### config.mk
export PLATFORM = sky130hd
export DESIGN_NAME = encode
export DESIGN_NICKNAME = d
export VERILOG_FILES = /design/src/rtl/encode.sv
export SDC_FILE = /design/constraint.sdc
export NUM_CORES = 1
export LEC_CHECK = 0
export CORE_ASPECT_RATIO = 0.5
export CORE_UTILIZATION = 27
export DETAILED_ROUTE_END_ITERATION = 16
export PLACE_DENSITY = 0.46
export SYNTH_ARGS = -nofsm -noshare
export SYNTH_HDL_FRONTEND = slang
export SYNTH_SLANG_ARGS = --single-unit
### constraint.sdc
create_clock -name i_clk -period 8.95 [get_ports i_clk]
set_clock_uncertainty 0.2 [all_clocks]
set_input_delay 1.79 -clock i_clk [delete_from_list [all_inputs] [get_ports i_clk]]
set_output_delay 1.79 -clock i_clk [all_outputs]
set_load 0.005 [all_outputs]
### src/rtl/encode.sv
// Kyber ByteEncode_l: packs 4 coeffs/beat (l bits each) into 64-bit words; a word is valid 1 cycle after 64 bits are buffered.
// Input stalls when the buffer holds >=80 bits or the frame's 64 beats are in; o_obytes is held while the sink stalls.
module encode #(
    parameter int NCOEFF = 256,
    parameter int CW     = 12,
    parameter int BUFW   = 128
) (
    input  logic            i_clk,
    input  logic            i_rstn,
    input  logic [3:0]      i_l,
    input  logic [4*CW-1:0] i_coeffs,
    input  logic            i_coeffs_valid,
    output logic            o_coeffs_ready,
    output logic [63:0]     o_obytes,
    output logic            o_obytes_valid,
    input  logic            i_obytes_ready,
    output logic            o_done
);

    localparam logic [6:0] BEATS = 7'(NCOEFF / 4);

    typedef enum logic [1:0] {S_IDLE, S_RUN, S_DONE} state_t;

    state_t           state;
    logic             init_q;
    logic [3:0]       l_q;
    logic [BUFW-1:0]  acc_q;
    logic [7:0]       buf_cnt;
    logic [6:0]       beat_cnt;
    logic [5:0]       word_cnt;

    logic [3:0]       l_in;
    logic [3:0]       l_eff;
    logic [CW-1:0]    mask;
    logic [4*CW-1:0]  pack_bits;
    logic             accept;
    logic             hs;
    logic             load;
    logic             last_word;
    logic [BUFW-1:0]  acc_sh;
    logic [BUFW-1:0]  acc_nxt;
    logic [7:0]       base;
    logic [7:0]       add_bits;
    logic [7:0]       cnt_nxt;

    assign o_coeffs_ready = init_q && (state != S_DONE) && (beat_cnt < BEATS) && (buf_cnt < 8'd80);

    always_comb begin
        l_in      = (i_l == 4'd0 || i_l > 4'd12) ? 4'd12 : i_l;
        l_eff     = (state == S_IDLE) ? l_in : l_q;
        mask      = ~({CW{1'b1}} << l_eff);
        pack_bits = '0;
        // Masked coeffs are abutted at multiples of l, earliest coeff in the LSBs.
        for (int n = 0; n < 4; n++) begin
            pack_bits = pack_bits | ((4*CW)'(i_coeffs[n*CW +: CW] & mask) << (n * int'(l_eff)));
        end
        accept    = i_coeffs_valid && o_coeffs_ready;
        hs        = o_obytes_valid && i_obytes_ready;
        load      = (buf_cnt >= 8'd64) && (!o_obytes_valid || i_obytes_ready);
        acc_sh    = load ? (acc_q >> 64) : acc_q;
        base      = load ? (buf_cnt - 8'd64) : buf_cnt;
        add_bits  = {2'b00, l_eff, 2'b00};
        acc_nxt   = accept ? (acc_sh | (BUFW'(pack_bits) << base)) : acc_sh;
        cnt_nxt   = accept ? (base + add_bits) : base;
        last_word = hs && (state == S_RUN) && (word_cnt == (6'({l_q, 2'b00}) - 6'd1));
    end

    always_ff @(posedge i_clk or negedge i_rstn) begin
        if (!i_rstn) begin
            state          <= S_IDLE;
            init_q         <= 1'b0;
            l_q            <= 4'd12;
            acc_q          <= '0;
            buf_cnt        <= '0;
            beat_cnt       <= '0;
            word_cnt       <= '0;
            o_obytes       <= '0;
            o_obytes_valid <= 1'b0;
            o_done         <= 1'b0;
        end else begin
            init_q  <= 1'b1;
            acc_q   <= acc_nxt;
            buf_cnt <= cnt_nxt;
            o_done  <= 1'b0;
            if (load) begin
                o_obytes       <= acc_q[63:0];
                o_obytes_valid <= 1'b1;
            end else if (hs) begin
                o_obytes_valid <= 1'b0;
            end
            if (accept) beat_cnt <= beat_cnt + 7'd1;
            if (hs)     word_cnt <= word_cnt + 6'd1;
            case (state)
                S_IDLE: begin
                    if (accept) begin
                        l_q   <= l_in;
                        state <= S_RUN;
                    end
                end
                S_RUN: begin
                    if (last_word) begin
                        state    <= S_DONE;
                        o_done   <= 1'b1;
                        beat_cnt <= '0;
                        word_cnt <= '0;
                    end
                end
                default: state <= S_IDLE;
            endcase
        end
    end

endmodule

==> run metrics <==
met2 GRT Util 35.23%; Fmax between 0.1 and 0.15 GHz; Initial Utilization 27.66%; initial antenna violation count 0; CTS buffer count 24; Net Count, Synth 2081; Die ar. slightly above 0.06 mm^2; actual slew at the worst max-slew pin around 1.2 ns; Synth Warn # 0; Root Driver clkbuf_16; Hold-fix buffers, CTS 0; global-route wire length before repair 112400 um; most frequent cell after synthesis nand2_1; share of the synthesized area in the top cell type 33.99%; crit path DAT 7.70 ns; Fin. Hold Viols 0; vias per cell 6.007; max-cap viol count 0; post-synth top area cell dfrtp_1; top cells by count, synth 391 x nand2_1, 218 x dfrtp_1, 209 x nor2_1, 100 x clkbuf_1; number of port buffers 122; CTS tree done; grt peak-use layer met1; Worst Path Required about 9.2 ns; gpl congestion 0.9597; Die X-Extent 346.8 um; Setup TNS 0 ns; post-synth cell types 110; HP Class register to register; H-tree Lvls 1; Multi-input gate area 0.009807 mm^2; register area share after synthesis between 30% and 40%; IO Pins 123; Post-synth ARST share 100.0%; setup violators final 0; Post-DRT Antenna Nets 0; crit path time final 7.501 ns; FP Rows 62; EDFF count, synth 0; vias after detailed routing 17048; Post-Route WL 75900 um; worst skew pair latency 0.55 ns; Iter 0 DRT Violations 2173; Nets 2124; HPWL Detailed 55700 um; Total GRT Usage around a quarter; Critical Path End Type register; register area between 0.005 and 0.006 mm^2; drt pass-1 iters 6; clk buf depth 3; Syn Area/Cell 7.988 um^2; number of global-route vias before repair 16057; met1 Usage GRT 36.88%; hold slack 0.2659 ns; M3 GR Usage around 4.6%; RSZ-0062 raised after global routing false; crit start category input port; cts repair resizes 0; DRC Markers 0; Most used DFF post-synth dfrtp_1; ranking of synthesized cells by area dfrtp_1 34%, nand2_1 9.1%, nor2_1 4.9%; synthesized area 0.01605 mm^2; n_diodes 0; Die H between 150 and 200 um; core area approximately 0.058 mm^2; Post-CTS Setup Bufs 0; max_slew headroom around 22%; crit-path max FO 23; fin util 32.48%; Yosys reg bits 220; largest net degree at the start of global routing 102; fillers 6272; status finished clean; Final period util between 80% and 90%; Worst-path clk slew 0.07 ns; share of cells above drive strength 1 8.357%; clock tree sinks 220; Crit Path Category input port to register; final slew viol count 0; GRT Residual Overflow 0; Area Overhead vs Synth 17.43%; Post-Syn Instances approximately 2000; WL per Instance roughly 27 um
-- per-layer routing --
layer	share of wire, %	up-vias
li1	-	7641
met1	48	8500
met2	41	787
met3	8.0	120
met4	2.8	0
met5	0	-
-- placed cells by master, fill, tap and decap left out, drive strengths merged, types with 34 or more instances in the layout --
cell / instances
nand2: 391
nor3: 54
buf: 51
dfrtp: 218
a21oi: 86
nor2: 210
o22ai: 57
clkdlybuf4s50: 121
o221ai: 40
o21ai: 93
o211ai: 47
a211oi: 34
mux2i: 57
nand3: 78
-- area by class of cell --
cell class	count	share of cell area [%]
Clock buffer	30	3.579
Clock inverter	14	0.9628
Inverter	29	0.5776
Multi-Input combinational cell	1605	52.04
Sequential cell	220	29.24
Tap cell	768	5.099
Timing Repair Buffer	172	8.499
-- cells by family (layout without fill, tap and decap cells) --
| family | after synthesis | in the layout | share of synthesized area, % |
|---|---|---|---|
| other cells | 1 | 1 | 0.02337 |
| fa+ha+maj | 16 | 16 | 1.294 |
| buf+inv | 184 | 245 | 4.764 |
| compound gates | 652 | 652 | 30.15 |
| mux | 72 | 72 | 5.208 |
| xor+xnor | 20 | 20 | 1.092 |
| flops | 220 | 220 | 34.32 |
| simple gates | 844 | 844 | 23.15 |
-- registers in the layout, indices dropped and copies added, names as in the netlist, 2 cells and up --
name	count
state	2
beat_cnt	7
o_obytes	64
acc_q	128
buf_cnt	6
l_q	4
word_cnt	6
-- worst max-delay path, stage by stage --
cell and delay [ns]:
clkdlybuf4s50_1 0.72, nor3_1 0.75, o31ai_4 0.08, buf_4 0.27, ha_1 0.40, o311a_1 0.17, a21oi_2 0.30, nand2_1 0.45
buf_4 0.35, nor3_2 0.40, a211oi_2 0.11, o32ai_1 0.72, mux2i_1 0.46, mux2i_1 0.51, o221ai_1 0.20
-- final timing paths --
check | from | to | slack (ns) | cells after the start
min | acc_q[58] | o_obytes[58] | 0.27 | 2
max in group asynchronous | i_rstn | acc_q[35] | 5.92 | 2
min in group asynchronous | i_rstn | state[1] | 1.01 | 1
max reg2reg | state[0] | acc_q[127] | 2.72 | 15
min reg2reg | acc_q[58] | o_obytes[58] | 0.27 | 2
max | i_l[3] | acc_q[127] | 1.45 | 15
-- metrics by stage --
stage,setup WS [ns],instance area (um^2),cells
6_report,1.449,18840,2838
5_1_grt,1.135,18840,2838
4_1_cts,1.619,18840,2838
3_5_place_dp,1.083,17990,2794
3_3_place_gp,1.079,17990,2794
2_1_floorplan,2.735,16050,2009
Power is left out: the tool's default activity adds up to more than one toggle a clock period on the data nets, which glitch-free logic cannot reach.
